`config.mk`:
```
export PLATFORM = sky130hd
export DESIGN_NAME = iq_fifo
export DESIGN_NICKNAME = d
export VERILOG_FILES = /design/src/rtl/iq_fifo.sv
export SDC_FILE = /design/constraint.sdc
export NUM_CORES = 2
export LEC_CHECK = 0
export BUFFER_PORTS_ARGS = -buffer_cell sky130_fd_sc_hd__clkbuf_2
export CAP_MARGIN = 20
export CORE_UTILIZATION = 25
export DETAILED_ROUTE_END_ITERATION = 6
export PLACE_DENSITY = 0.48
export SLEW_MARGIN = 40
export SYNTH_ARGS = -nofsm -noshare
export SYNTH_HDL_FRONTEND = slang
export SYNTH_SLANG_ARGS = --single-unit
```
`constraint.sdc`:
```
create_clock -name clock -period 9.47 [get_ports clock]
set_clock_uncertainty 0.2 [all_clocks]
set_input_delay 0.4735 -clock clock [delete_from_list [all_inputs] [get_ports clock]]
set_output_delay 0.4735 -clock clock [all_outputs]
set_load 0.02 [all_outputs]
```
`src/rtl/iq_fifo.sv`:
```
// ---------------------------------------------------------------------------
// iq_fifo -- instruction queue between decode/rename and issue.
//
// Circular buffer of iq_entry_t records. Decode writes up to two entries per
// cycle; issue sees the four oldest entries and pops 1..4 of them, in order,
// per cycle. A branch redirect (flush) empties the queue in one cycle.
//
// Optional feature macro: IQ_PERF_CNT_EN (adds full/empty cycle counters).
//
// Ports:
//   clock              in   rising-edge clock
//   reset_n            in   asynchronous active-low reset
//   in_valid[1:0]      in   decode write strobes, bit 0 is the older entry
//   in_entry[2]        in   entries to enqueue
//   full               out  fewer than 2 free slots
//   flush              in   synchronous full flush (highest priority)
//   ext_valid[3:0]     out  ext_valid[i] = occupancy > i
//   insns[4]           out  insns[i] = entry at (rd_ptr + i) mod depth
//   empty              out  occupancy == 0
//   ext_enable         in   issue pops this cycle
//   ext_consumed[1:0]  in   number popped minus 1
//   perf_full_cycles   out  (IQ_PERF_CNT_EN) saturating count of full cycles
//   perf_empty_cycles  out  (IQ_PERF_CNT_EN) saturating count of empty cycles
// ---------------------------------------------------------------------------

package iq_fifo_pkg;
    typedef struct packed {
        logic [31:0] insn;      // decoded instruction word
        logic [5:0]  rob_idx;   // ROB slot
    } iq_entry_t;
endpackage

module iq_fifo
    import iq_fifo_pkg::*;
#(
    parameter int DEPTHLOG2 = 4
) (
    input  logic       clock,
    input  logic       reset_n,
    input  logic [1:0] in_valid,
    input  iq_entry_t  in_entry [2],
    output logic       full,
    input  logic       flush,
    output logic [3:0] ext_valid,
    output iq_entry_t  insns [4],
    output logic       empty,
    input  logic       ext_enable,
    input  logic [1:0] ext_consumed
`ifdef IQ_PERF_CNT_EN
    ,
    output logic [31:0] perf_full_cycles,
    output logic [31:0] perf_empty_cycles
`endif
);

    localparam int DEPTH = 1 << DEPTHLOG2;

    typedef logic [DEPTHLOG2-1:0] ptr_t;
    typedef logic [DEPTHLOG2:0]   cnt_t;

    localparam cnt_t DEPTH_C = cnt_t'(DEPTH);

    ptr_t      rd_ptr_q, rd_ptr_d;
    ptr_t      wr_ptr_q, wr_ptr_d;
    cnt_t      count_q,  count_d;
    iq_entry_t mem_q [DEPTH];

    cnt_t      free_slots;
    cnt_t      nrd_req, nrd;
    cnt_t      nwr_req, nwr;
    iq_entry_t first_entry;

    // ------------------------------------------------------------------
    // Status and read port: purely combinational from registered state.
    // ------------------------------------------------------------------
    assign free_slots = DEPTH_C - count_q;
    assign full       = (free_slots < cnt_t'(2));
    assign empty      = (count_q == '0);

    generate
        for (genvar gi = 0; gi < 4; gi++) begin : g_read
            assign ext_valid[gi] = (count_q > cnt_t'(gi));
            // ptr_t arithmetic wraps naturally across the end of the buffer.
            assign insns[gi]     = mem_q[rd_ptr_q + ptr_t'(gi)];
        end
    endgenerate

    // ------------------------------------------------------------------
    // Pop / push amounts. Both are clamped so the queue state can never
    // go out of range even if the neighbours break protocol. Free slots
    // are taken from the start of the cycle; same-cycle pops do not help.
    // ------------------------------------------------------------------
    assign nrd_req = ext_enable ? (cnt_t'(ext_consumed) + cnt_t'(1)) : '0;
    assign nrd     = (nrd_req > count_q) ? count_q : nrd_req;

    assign nwr_req = cnt_t'(in_valid[0]) + cnt_t'(in_valid[1]);
    assign nwr     = (nwr_req > free_slots) ? free_slots : nwr_req;

    // Compaction: a lone strobe on element 1 still lands at wr_ptr.
    assign first_entry = in_valid[0] ? in_entry[0] : in_entry[1];

    always_comb begin
        rd_ptr_d = rd_ptr_q + ptr_t'(nrd);
        wr_ptr_d = wr_ptr_q + ptr_t'(nwr);
        count_d  = count_q + nwr - nrd;
        if (flush) begin
            rd_ptr_d = '0;
            wr_ptr_d = '0;
            count_d  = '0;
        end
    end

    always_ff @(posedge clock or negedge reset_n) begin
        if (!reset_n) begin
            rd_ptr_q <= '0;
            wr_ptr_q <= '0;
            count_q  <= '0;
        end else begin
            rd_ptr_q <= rd_ptr_d;
            wr_ptr_q <= wr_ptr_d;
            count_q  <= count_d;
        end
    end

    // Storage is deliberately not reset; occupancy qualifies every read.
    always_ff @(posedge clock) begin
        if (!flush) begin
            if (nwr >= cnt_t'(1)) begin
                mem_q[wr_ptr_q] <= first_entry;
            end
            if (nwr == cnt_t'(2)) begin
                mem_q[wr_ptr_q + ptr_t'(1)] <= in_entry[1];
            end
        end
    end

    // ------------------------------------------------------------------
    // Protocol checks (simulation only). They warn rather than stop so
    // that the clamping behaviour itself can still be exercised.
    // ------------------------------------------------------------------
`ifndef SYNTHESIS
    always_ff @(posedge clock) begin
        if (reset_n && !flush) begin
            assert (nrd_req <= count_q)
                else $warning("iq_fifo: pop of %0d exceeds occupancy %0d", nrd_req, count_q);
            assert (nwr_req <= free_slots)
                else $warning("iq_fifo: write strobe dropped, %0d free slots", free_slots);
        end
    end
`endif

    // ------------------------------------------------------------------
    // Optional performance counters; not cleared by flush.
    // ------------------------------------------------------------------
`ifdef IQ_PERF_CNT_EN
    logic [31:0] perf_full_q, perf_full_d;
    logic [31:0] perf_empty_q, perf_empty_d;

    always_comb begin
        perf_full_d  = perf_full_q;
        perf_empty_d = perf_empty_q;
        if (full && (perf_full_q != 32'hFFFF_FFFF)) begin
            perf_full_d = perf_full_q + 32'd1;
        end
        if (empty && (perf_empty_q != 32'hFFFF_FFFF)) begin
            perf_empty_d = perf_empty_q + 32'd1;
        end
    end

    always_ff @(posedge clock or negedge reset_n) begin
        if (!reset_n) begin
            perf_full_q  <= '0;
            perf_empty_q <= '0;
        end else begin
            perf_full_q  <= perf_full_d;
            perf_empty_q <= perf_empty_d;
        end
    end

    assign perf_full_cycles  = perf_full_q;
    assign perf_empty_cycles = perf_empty_q;
`endif

endmodule

```
==> Word level (Yosys, flattened, before mapping) <==
Memory sizes are Yosys's and may differ from the RTL's.
Index checks and enable logic that the tools add are counted.
{ "word_totals": {"ff_bits": 13, "elab_cells": 38, "n_memories": 1, "out_inout_bits": 158, "ram_bits": 608} }
{ "mem_list": {"columns": ["name", "depth", "width", "read_ports", "rd_clocked_by_memory_dff", "write_ports", "line_no", "rtl"], "rows": [
  ["mem_q", 16, 38, 4, 0, 2, "66", "iq_entry_t mem_q [DEPTH];"]
]} }
{ "op_classes": {"magnitude_cmp": 8, "muxes": 13, "n_reduce_logical": 1, "eq_ne": 1, "addsub": 11} }
{ "ops": {"columns": ["operator", "count"], "rows": [
  ["2-to-1 mux 38 bit", 1],
  ["2-to-1 mux 5 bit", 3],
  ["greater-than comparator 5 x 1 -> 1 bit (second input constant)", 2],
  ["greater-than comparator 5 x 2 -> 1 bit (second input constant)", 2],
  ["adder 4 x 1 -> 4 bit (second input constant)", 2],
  ["adder 4 x 2 -> 4 bit (second input constant)", 2],
  ["adder 4 bit", 2],
  ["2-to-1 mux 4 bit", 2],
  ["2-to-1 mux 1 bit", 6],
  ["adder 5 bit", 1],
  ["equality test 5 x 2 -> 1 bit (second input constant)", 1],
  ["greater-or-equal comparator 5 x 1 -> 1 bit (second input constant)", 1],
  ["greater-than comparator 2 x 5 -> 1 bit", 1],
  ["greater-than comparator 3 x 5 -> 1 bit", 1],
  ["zero test 5 bit", 1],
  ["< comparator 5 x 2 -> 1 bit (second input constant)", 1],
  ["subtractor 5 bit", 1],
  ["subtractor 5 bit (first input constant)", 1],
  ["adder 2 x 1 -> 3 bit (second input constant)", 1],
  ["2-to-1 mux 3 bit", 1],
  ["adder 1 x 1 -> 2 bit", 1]
]} }

==> Logic depth before layout (Yosys ltp) <==
{ "logic_depth": {"ltp_word": 7, "depth_mapped": 20, "ltp_nobuf": 19} }

==> Worst setup path before layout <==
OpenSTA, ideal clock, no wires.
{ "synth_timing": {"path_type": "register to register", "startpoint": "register count_q[0]", "endpoint": "memory mem_q[0][0] (netlist name) (enable)", "required_time_ps": 8731, "t_arrival_ps": 6229, "path_stages_with_launch": 11, "n_path_buf": 1, "path_slack_ps": 2502, "period_less_slack_ps": 6968, "path_cell_list": "dfrtp_1 -> inv_1 -> ha_1 -> inv_1 -> ha_1 -> nor2b_1 -> o211a_1 -> o21ai_4 -> buf_6 -> mux2_4 -> o41ai_1"} }
{ "synth_rtl": {"columns": ["item", "line_no", "rtl"], "rows": [
  ["start: declaration", "65", "cnt_t count_q, count_d;"],
  ["start signal: assignment", "121", "count_q <= count_d;"],
  ["end: declaration", "66", null]
]} }

==> metrics <==
post-synthesis xor/xnor area fraction=0.00246; crit-path max cell delay=between 0.7 and 0.8 ns; via count=slightly below 30000; CTS Buffer Depth=3; #FFs+latches synth=621; NumNets Final=2783; dpl cells=5042; commonest non-fill, non-tap cell in the layout=mux4_2; CTS tree=yes; GRT overflow=0; WL final=172 mm; VDD IR max=0.000301 V; Max transition margin=0.432; vias per inst=5.55; Placed Area=0.0502 mm²; CTS H-Tree Depth=3; endpoints failing setup=0; Final Hold Viols=0; run status=finished, final reports clean; Post-synth EDFFs=608; num rows=between 150 and 200; final slew viol count=0; yosys warns=0; Setup TNS Final=0 ns; Reg clk slew, reported paths=0.06 ns; Tot GR Track Use=0.182; overall power=~16 mW; async set-or-reset flop fraction in the synthesized netlist=0.0209; Pwr Density=a little over 300 mW/mm²; Slowest-stage cell, CP=buf_4; worst slack, placed=4.26 ns; final weighted congestion in routability-driven placement=0.784; Port Buf Inserts=241; Die H=432 µm; initial antenna violation count=6; WP buf/inv=4; most frequent cells in the layout=mux4_2, edfxtp_1, mux2_2, clkbuf_2, mux2_1; die area=0.187 mm²; Final Cycle Share=0.593; fin crit period=5.61 ns; critical path, cell by cell=buf_4 > buf_4 > buf_6 > mux4_2 > mux4_2 > clkbuf_2; share of cells above drive strength 1=0.663; Root Driver=clkbuf_16; IO Pins=242; clock sinks=between 600 and 700; simple-gate share of the synthesized area=0.00824; Top FF cell, synth=edfxtp_1; post-route cell area=roughly 0.053 mm²; Die Wd=432 µm; number of post-CTS setup repair buffers=0; Post-DRT Antenna Nets=0; Core ar.=0.183 mm²; RSZ-0062 raised after global routing=false; Crit path required time=8.80 ns; initial DRC count=3127; flop-to-flop setup slack=4.28 ns; Post-Syn Area=0.0463 mm²; Initial Util=0.252; worst hold path class=in2async; Leak=16.3 nW; Setup CP Type=reg2out; register area share after synthesis=0.401; Final Worst Setup Slack=~3.9 ns; Adder-Cell Fraction of Synth Area=0.00973; Setup crit end kind=output port; Synth cell types=40; post_cts resized=0; Achievable Freq=0.178 GHz; post-synthesis mux area share=0.535; Worst-Margin Slew=0.834 ns; Post-Syn Area per Cell=18.0 µm²; pin count of the biggest net entering global routing=113; Mapped Cells=2565; synth-to-layout area growth=14.6%; Crit Path Max Fanout=64; largest family of logic cells by synthesized area=multiplexers; cts bufs inserted=83; post-synthesis compound-gate area fraction=0.00605; latest clock arrival within the worst-skew pair=0.69 ns; Top delay family on crit path=buffers and inverters; Final Non-Filler Cells=5200; max_cap viols=0; DP Wirelength=109 mm; DRC=0; startpoint types=flip-flop; vias in the first global route=roughly 29000; Data arrival, critical path=4.94 ns; Pre-Repair DR Iteration Count=7; CTS Hold Bufs=2; DR WL/cell=33.0 µm; global-route wire length before repair=about 240 mm
[layout make-up]
type	instances	area, µm²
Fill cell	18200	130000
Multi-Input combinational cell	1602	26300
Sequential cell	621	18600
Tap cell	2464	3080
Clock buffer	103	2180
Timing Repair Buffer	338	2150
Clock inverter	51	594
Inverter	20	75.1
Antenna cell	1	2.50
[routing by layer]
layer | vias up | track usage | share of wire
li1 | 11400 | - | -
met1 | 16000 | 0.237 | 0.41
met2 | 1220 | 0.308 | 0.50
met3 | 225 | 0.0281 | 0.057
met4 | 4 | 0.0582 | 0.033
met5 | - | 0 | 0.00013
[cells in the mapped netlist, types with 8 or more instances]
cell | instances | area share
xor2_1 | 8 | 0.0015
dfrtp_1 | 13 | 0.0070
clkbuf_1 | 165 | 0.013
buf_1 | 41 | 0.0033
nand2_1 | 12 | 0.00097
mux4_2 | 760 | 0.37
buf_6 | 27 | 0.0066
o31ai_1 | 13 | 0.0021
mux2_1 | 101 | 0.025
buf_4 | 29 | 0.0047
mux2_2 | 547 | 0.13
mux2i_4 | 13 | 0.0063
ha_1 | 28 | 0.0076
nor2_1 | 49 | 0.0040
edfxtp_1 | 608 | 0.39
inv_1 | 20 | 0.0016
buf_2 | 61 | 0.0066
nor2b_1 | 8 | 0.0011
[through the flow]
step	utilization	hold slack (ns)
3_5_place_dp	0.274	0.260
5_1_grt	0.289	0.0791
2_1_floorplan	-	-0.0221
3_3_place_gp	0.272	0.256
4_1_cts	0.289	0.0364
6_report	0.289	0.0942
[where the power goes]
group | total (mW) | leakage [nW] | switching [mW] | internal (mW)
combinational | 9.28 | 9.35 | 5.08 | 4.20
sequential | 3.53 | 5.65 | 0.254 | 3.28
clock | 3.29 | 1.34 | 1.37 | 1.92
total | 16.1 | 16.3 | 6.71 | 9.40
[state kept, by name, indices dropped and copies added, names as in the netlist]
register  count
count_q       5
rd_ptr_q      4
wr_ptr_q      4
mem_q       608
[cells by family after synthesis]
family | count (synthesis)
multiplexers | 1428
flip-flops | 621
buffers and inverters | 344
AND/OR/NAND/NOR | 86
AO/OA/AOI/OAI | 39
adder cells (fa/ha/maj) | 33
XOR/XNOR | 13
other | 1
[path summary, 6_finish.rpt]
kind | start | endpoint | depth (start not counted)
worst max-delay path | rd_ptr_q[0] | insns[107] | 6
worst min-delay path | reset_n | rd_ptr_q[1] | 2
worst max register to register | count_q[0] | mem_q[7][13] | 12
worst min register to register | wr_ptr_q[0] | wr_ptr_q[0] | 2
max in group asynchronous | reset_n | rd_ptr_q[2] | 2
min in group clock | in_entry[4] | mem_q[9][4] | 2
Note: power is estimated with default switching activity, not from simulation.
